**src/rtl/easy_driver_step_gen.sv**
```systemverilog
// easy_driver_step_gen: Avalon-MM programmed STEP/DIR/ENABLE generator
// for one EasyDriver axis, with position tracking and abort.
module easy_driver_step_gen #(
  parameter int PERIOD_W      = 24,
  parameter int DEF_HALF_PER  = 2500,
  parameter int DIR_SETUP_CYC = 10
) (
  input  logic        clk,
  input  logic        reset,
  input  logic [2:0]  avs_address,
  input  logic        avs_write,
  input  logic [31:0] avs_writedata,
  input  logic        avs_read,
  output logic [31:0] avs_readdata,
  output logic        step,
  output logic        dir,
  output logic        enable
);

  typedef enum logic [1:0] {
    IDLE,
    SETUP,
    HI,
    LO
  } state_t;

  localparam logic [PERIOD_W-1:0] SETUP_LAST =
    PERIOD_W'(DIR_SETUP_CYC - 1);
  localparam logic [PERIOD_W-1:0] PER_RST = PERIOD_W'(DEF_HALF_PER);
  localparam logic [PERIOD_W-1:0] PER_MIN = PERIOD_W'(2);

  state_t              state_q;
  logic                ctrl_en_q;
  logic                ctrl_dir_q;
  logic                dir_q;
  logic                step_q;
  logic                done_q;
  logic                aborted_q;
  logic [31:0]         remaining_q;
  logic [31:0]         position_q;
  logic [31:0]         rdata_q;
  logic [PERIOD_W-1:0] period_q;
  logic [PERIOD_W-1:0] half_q;
  logic [PERIOD_W-1:0] cnt_q;

  logic        wr_ctrl;
  logic        wr_steps;
  logic        wr_per;
  logic        wr_stat;
  logic        wr_pos;
  logic        busy;
  logic        abort_req;
  logic        start;
  logic        cnt_done;
  logic        done_set;
  logic        done_d;
  logic        aborted_d;
  logic        busy_d;
  logic [31:0] pos_step;
  logic [31:0] rdata_d;

  assign wr_ctrl  = avs_write && (avs_address == 3'd0);
  assign wr_steps = avs_write && (avs_address == 3'd1);
  assign wr_per   = avs_write && (avs_address == 3'd2);
  assign wr_stat  = avs_write && (avs_address == 3'd3);
  assign wr_pos   = avs_write && (avs_address == 3'd4);

  assign busy     = (state_q != IDLE);
  assign cnt_done = (cnt_q == '0);

  // Explicit abort bit, or dropping enable, kills a running move.
  assign abort_req = busy && wr_ctrl &&
                     (avs_writedata[2] || !avs_writedata[0]);

  assign start = !busy && wr_steps && ctrl_en_q &&
                 (avs_writedata != 32'd0);

  assign done_set = (state_q == LO) && cnt_done &&
                    (remaining_q == 32'd0) && !abort_req;

  // Set beats a simultaneous write-one-to-clear.
  assign done_d    = done_set ||
                     (done_q && !(wr_stat && avs_writedata[1]));
  assign aborted_d = abort_req ||
                     (aborted_q && !(wr_stat && avs_writedata[2]));
  assign busy_d    = start || (busy && !abort_req && !done_set);

  assign pos_step = dir_q ? position_q + 32'd1 : position_q - 32'd1;

  assign enable       = ~ctrl_en_q;
  assign dir          = dir_q;
  assign step         = step_q;
  assign avs_readdata = rdata_q;

  // Read mux; STATUS shows next-state flags so a same-cycle set is seen.
  always_comb begin
    rdata_d = '0;
    case (avs_address)
      3'd0:    rdata_d = {30'd0, ctrl_dir_q, ctrl_en_q};
      3'd1:    rdata_d = remaining_q;
      3'd2:    rdata_d = 32'(period_q);
      3'd3:    rdata_d = {29'd0, aborted_d, done_d, busy_d};
      3'd4:    rdata_d = position_q;
      default: rdata_d = '0;
    endcase
  end

  // Registered read data, latency one.
  always_ff @(posedge clk or posedge reset) begin
    if (reset) begin
      rdata_q <= '0;
    end else if (avs_read) begin
      rdata_q <= rdata_d;
    end
  end

  // Control/config registers and sticky status flags.
  always_ff @(posedge clk or posedge reset) begin
    if (reset) begin
      ctrl_en_q  <= 1'b0;
      ctrl_dir_q <= 1'b0;
      period_q   <= PER_RST;
      done_q     <= 1'b0;
      aborted_q  <= 1'b0;
    end else begin
      if (wr_ctrl) begin
        ctrl_en_q <= avs_writedata[0];
        if (!busy) ctrl_dir_q <= avs_writedata[1];
      end
      if (wr_per && !busy) period_q <= avs_writedata[PERIOD_W-1:0];
      done_q    <= done_d;
      aborted_q <= aborted_d;
    end
  end

  // Move sequencer: setup hold, then half-period high/low pulses.
  always_ff @(posedge clk or posedge reset) begin
    if (reset) begin
      state_q     <= IDLE;
      step_q      <= 1'b0;
      dir_q       <= 1'b0;
      remaining_q <= '0;
      position_q  <= '0;
      half_q      <= PER_MIN;
      cnt_q       <= '0;
    end else if (abort_req) begin
      state_q     <= IDLE;
      step_q      <= 1'b0;
      remaining_q <= '0;
    end else begin
      unique case (state_q)
        IDLE: begin
          step_q <= 1'b0;
          dir_q  <= wr_ctrl ? avs_writedata[1] : ctrl_dir_q;
          if (wr_pos) position_q <= avs_writedata;
          if (start) begin
            remaining_q <= avs_writedata;
            half_q      <= (period_q < PER_MIN) ? PER_MIN : period_q;
            cnt_q       <= SETUP_LAST;
            state_q     <= SETUP;
          end
        end
        SETUP: begin
          if (cnt_done) begin
            state_q     <= HI;
            step_q      <= 1'b1;
            remaining_q <= remaining_q - 32'd1;
            position_q  <= pos_step;
            cnt_q       <= half_q - PERIOD_W'(1);
          end else begin
            cnt_q <= cnt_q - PERIOD_W'(1);
          end
        end
        HI: begin
          if (cnt_done) begin
            state_q <= LO;
            step_q  <= 1'b0;
            cnt_q   <= half_q - PERIOD_W'(1);
          end else begin
            cnt_q <= cnt_q - PERIOD_W'(1);
          end
        end
        LO: begin
          if (!cnt_done) begin
            cnt_q <= cnt_q - PERIOD_W'(1);
          end else if (remaining_q == 32'd0) begin
            state_q <= IDLE;
          end else begin
            state_q     <= HI;
            step_q      <= 1'b1;
            remaining_q <= remaining_q - 32'd1;
            position_q  <= pos_step;
            cnt_q       <= half_q - PERIOD_W'(1);
          end
        end
      endcase
    end
  end

endmodule

```
**config.mk**
```make
export PLATFORM = sky130hd
export DESIGN_NAME = easy_driver_step_gen
export DESIGN_NICKNAME = d
export VERILOG_FILES = /design/src/rtl/easy_driver_step_gen.sv
export SDC_FILE = /design/constraint.sdc
export NUM_CORES = 1
export LEC_CHECK = 0
export BUFFER_PORTS_ARGS = -buffer_cell sky130_fd_sc_hd__clkbuf_2
export CAP_MARGIN = 10
export CORE_ASPECT_RATIO = 1.5
export CORE_UTILIZATION = 40
export CTS_BUF_LIST = sky130_fd_sc_hd__clkbuf_4 sky130_fd_sc_hd__clkbuf_8
export CTS_CLUSTER_SIZE = 40
export DETAILED_ROUTE_END_ITERATION = 16
export PLACE_DENSITY = 0.57
export SETUP_SLACK_MARGIN = 0.4
export SLEW_MARGIN = 20
export SYNTH_ARGS = -nofsm -noshare
export SYNTH_HDL_FRONTEND = slang
export SYNTH_SLANG_ARGS = --single-unit
```
**constraint.sdc**
```tcl
create_clock -name clk -period 7.9 [get_ports clk]
set_input_delay 0.395 -clock clk [delete_from_list [all_inputs] [get_ports clk]]
set_output_delay 0.395 -clock clk [all_outputs]
set_load 0.03 [all_outputs]
```
Yosys cells after proc, flatten, opt, wreduce, memory -nomap -nowiden
Index checks and enable logic that the tools add are counted.
- add/sub/neg operators: 5
- magnitude comparators: 1
- equal/unequal tests: 18
- multiplexer cells: 33
- bitwise operators: 3
- reductions and logical operators: 47
- operator list (kind ; count):
    32-bit 2-to-1 mux ; 10
    32-bit case mux with 3 select lines ; 2
    32-bit case mux with 5 select lines ; 1
    24-bit 2-to-1 mux ; 5
    24-bit case mux with 3 select lines ; 1
    32-bit by 1-bit subtractor with 32-bit output (second input constant) ; 2
    24-bit by 1-bit subtractor with 24-bit output (second input constant) ; 2
    32-bit by 1-bit adder with 32-bit output (second input constant) ; 1
    32-bit zero test ; 1
    32-bit nonzero test ; 1
    24-bit zero test ; 1
    24-bit by 2-bit < comparator with 1-bit output (second input constant) ; 1
    1-bit logical AND ; 20
    3-bit inequality test (second input constant) ; 6
    2-bit 2-to-1 mux ; 6
    2-bit inequality test (second input constant) ; 5
    2-bit case mux with 4 select lines ; 1
    4-bit AND reduction ; 2
    3-bit by 2-bit == test with 1-bit output (second input constant) ; 2
    1-bit zero test ; 6
    1-bit 2-to-1 mux ; 6
    3-bit AND reduction ; 2
    6-bit AND reduction ; 1
    5-bit AND reduction ; 1
    other kinds (14) ; 21
- flip-flop bits (word level): 176

Logic depth before layout (Yosys ltp)
- depth in word-level cells: 10
- gate-level depth with buffers: 13
- depth with buffers taken out: 11

Least setup slack after synthesis
OpenSTA, ideal clock, no wires.
- kind: register to register
- from: reg dir_q (netlist: dir)
- to: reg position_q[29]
- library setup time: 0.122 ns
- arrival time: 3.416 ns
- required time: 7.778 ns
- setup slack: 4.362 ns
- cell stages (with the launch flop): 12
- path buffers: 0
- cells stage by stage: dfrtp_1 -> inv_1 -> ha_1 -> a21o_1 -> or3b_2 -> o211ai_1 -> a21oi_1 -> nor2_1 -> o311ai_0 -> a31oi_1 -> mux2i_1 -> nand2_1
- longest elaborated chain between the ends: 4
- ends and longest elaborated chain (item ; line ; text):
    start, declared ; 35 ; logic dir_q;
    start signal, assigned ; 154 ; dir_q <= wr_ctrl ? avs_writedata[1] : ctrl_dir_q;
    32-bit 2-to-1 mux (*) ; 88 ; assign pos_step = dir_q ? position_q + 32'd1 : position_q - 32'd1;
    32-bit 2-to-1 mux ; 186 ; end else if (remaining_q == 32'd0) begin
    32-bit 2-to-1 mux ; 184 ; if (!cnt_done) begin
    32-bit case mux with 3 select lines (*) ; 151 ; unique case (state_q)
    end signal, assigned ; 155 ; if (wr_pos) position_q <= avs_writedata;
    end signal, assigned ; 168 ; position_q <= pos_step;
    end signal, assigned ; 192 ; position_q <= pos_step;
    end, declared ; 40 ; logic [31:0] position_q;
Every way passes the cells marked *; elsewhere a longest branch is shown, timed or not. The select of a mux whose other input is x is not followed.
A chain may end at the register's enable or synchronous reset.

Worst setup path in the final report
- from: reg dir_q (netlist: dir)
- to: reg position_q[30]
Same word-level chain as after synthesis.

==> impl_metrics.ini <==
[sta]
fmax_mhz = 258
finalSetupViolations = 0
grt_setup_unrepaired = no
period_needed_ps = 3870
setup_tns_ps = 0
tightest_slew_ps = 1080
slew_viol_final = 0
slew_headroom = 0.274
hold_ws_ps = 107
finalClockSkew_ps = 17.6
fin_crit_sh = 0.490
hold_viol_final = 0

[synthesis]
yosysSeqAreaShare = 0.411
yosysTopAreaCellShare = 0.397
synth_area_per_cell_um2 = 8.58
post-synth-top-count-cell = dfrtp_1
syn_area_um2 = 10700
synth-main-ff-cell = dfrtp_1
ys_seq_elements = 176
synth_edf_count = 0
ys_warn_count = 0
synth_cells = 1250
synth.top_cells.by_area = dfrtp_1, o21ai_0, nand2_1
yosysTopAreaCell = dfrtp_1
yosys-top-cells-count = dfrtp_1, nand2_1, o21ai_0
syn_nets = 1322
synth_cell_types = 72
async_reset_ff_frac = 1.00

[critical_path]
r2r_end = position_q[30]
cp_slowest_stage_delay_ps = 530
rr_worst_depth = 11
worstPathRequired_ps = 8250
path_buf_inv = 1
critPathLaunchType = flip-flop
endpoint = position_q[30]
critical_path.max_fanout = 18
cp.arrival_ps = 4220
crit_type = flip-flop to flip-flop
path_delay_family = compound AO/OA/AOI/OAI gates
r2r_setup_slack_ps = 4030
crit_start = dir
path_depth = 11
timing.rr.start = dir
end_kind = flip-flop
path_cells = inv_1 -> ha_1 -> a21o_1 -> a211oi_1 -> nor3_1 -> o211a_1 -> o21ai_0 -> o211ai_1 -> a311oi_1 -> xor2_1 -> o21ai_0
crit_top_cell = o21ai_0
cp_slowest_cell = inv_1

[route]
routedWlPerCell_um = 20.9
firstDrtPassIters = 5
routed_wl_mm = 34.2
remaining_drc_errors = 0
drtIter0Drc = 596
vias = 9775
postRouteAntennaNets = 0
via_per_inst = 5.96

[clock_network]
cts_sinks = 176
cts_setup_buffers = 0
clk_latency_ps = 480
cts_buffer_depth = 2
clk_pin_slew_ps = 90
cts_inserted_buffers = 17
ctsResizeCount = 0
root_buffer = clkbuf_8
hold_buffers = 0
htree_num_levels = 4
cts_tree = yes

[status]
run_status = complete, no violations

[global_route]
grt.overflow.total = 0
grt_pass1_wl_mm = 54.4
grt_pass1_vias = 9555
grt_use_total = 0.260
grt_antenna_before_repair = 0
grt_max_degree = 101

[floorplan]
ioPinCount = 74
dieWidth_um = 136
core_area_um2 = 26400
die_h_um = 203
die-area_um2 = 27500
start_util = 0.406
core.rowCount = 73

[placed_design]
io_buffers = 73
numPlacedInstances = 1608
placed_cell_area_um2 = 11400
gp_congestion = 0.885
hpwl_mm = 25.0

[power]
power_leakage_nw = 5.25
vdd_drop_max_mv = 0.207
power.density_nw_per_um2 = 414

[cells_and_area]
antennaDiodeCount = 0
area_growth_pct = 10.5
nets = 1362
post-route-cell-area_um2 = 11900
final_cells = 1640
drive_gt1_frac = 0.135

[worst_hold_path]
hp-class = input pin to asynchronous set/reset pin

[job]
maxCapViolations = 0
## worst register-to-register path: stages, from the launching register on
cell and delay, ps:
dfrtp_1 420, inv_1 530, ha_1 390, a21o_1 210, a211oi_1 410, nor3_1 160, o211a_1 240, o21ai_0 430
o211ai_1 340, a311oi_1 380, xor2_1 160, o21ai_0 80
## flip-flops by register name, summed over array words and instances (netlist names), 2 cells and up
signal,cells
cnt_q,24
half_q,24
avs_readdata,32
state_q,2
remaining_q,32
period_q,24
position_q,32
## where the power goes
group / leakage [nW] / total [mW] / switching (mW) / internal (mW)
sequential: 2.27 / 1.66 / 0.416 / 1.24
clock: 0.220 / 0.695 / 0.337 / 0.358
combinational: 2.76 / 2.56 / 1.52 / 1.04
## stage by stage
stage	setup WS, ps	util	total power, mW
2_1_floorplan	2740	-	3.46
3_3_place_gp	3890	0.432	4.17
3_5_place_dp	3810	0.432	4.21
4_1_cts	4000	0.449	4.90
5_1_grt	3660	0.449	5.30
6_report	4030	0.449	4.91
## layout by cell type, fill, tap and decap left out, types with 6 or more instances in the layout
cell      count
dfstp_2       6
and3_1        8
o21ai_0     133
clkbuf_2     73
nor3_1       22
nor2b_1      19
dfrtp_1     169
a31oi_1      28
inv_1        58
nand3_1      11
a22o_1        8
mux2i_1      26
o21ai_1       7
nor3b_1       7
and2_1       10
ha_1         32
or3_1         6
xnor2_1      14
clkbuf_8     21
a22oi_1      44
xor2_1       13
nor4_1       22
nor2_1      105
o22ai_1      39
buf_4        14
nand4_1       9
a21oi_1      92
nand2_1     143
a211oi_1      8
a21o_1       30
mux2_2       25
## cells by family after synthesis
group | synth area share
DFF | 0.411
and+or+nand+nor | 0.183
adders and majority gates | 0.0392
buffers and inverters | 0.0449
muxes | 0.0526
AOI/OAI and AO/OA | 0.247
xor gates and xnor gates | 0.0220
## how the worst min path moves through the flow
stage                     depth (start not counted)  slack (ps)               from           end
after floorplan                                   2         440         half_q[23]    half_q[23]
after global placement                            1         450          aborted_q     aborted_q
after detailed placement                          1         460          aborted_q     aborted_q
after CTS                                         2         140              reset    half_q[13]
after global routing                              2         170  avs_writedata[18]  period_q[18]
final                                             2         110              reset    half_q[13]
## layout make-up
class	count	area, µm²
Inverter	60	230
Timing Repair Buffer	88	482
Fill cell	2601	14500
Multi-Input combinational cell	947	5870
Tap cell	337	422
Clock buffer	24	312
Clock inverter	8	128
Sequential cell	176	4410
## metal layers
layer / routed length [µm] / global-route usage
met5: 0 / 0
met4: 1770 / 0.146
met3: 1180 / 0.0355
met2: 17300 / 0.435
met1: 14000 / 0.319
Note: power is estimated with default switching activity, not from simulation.
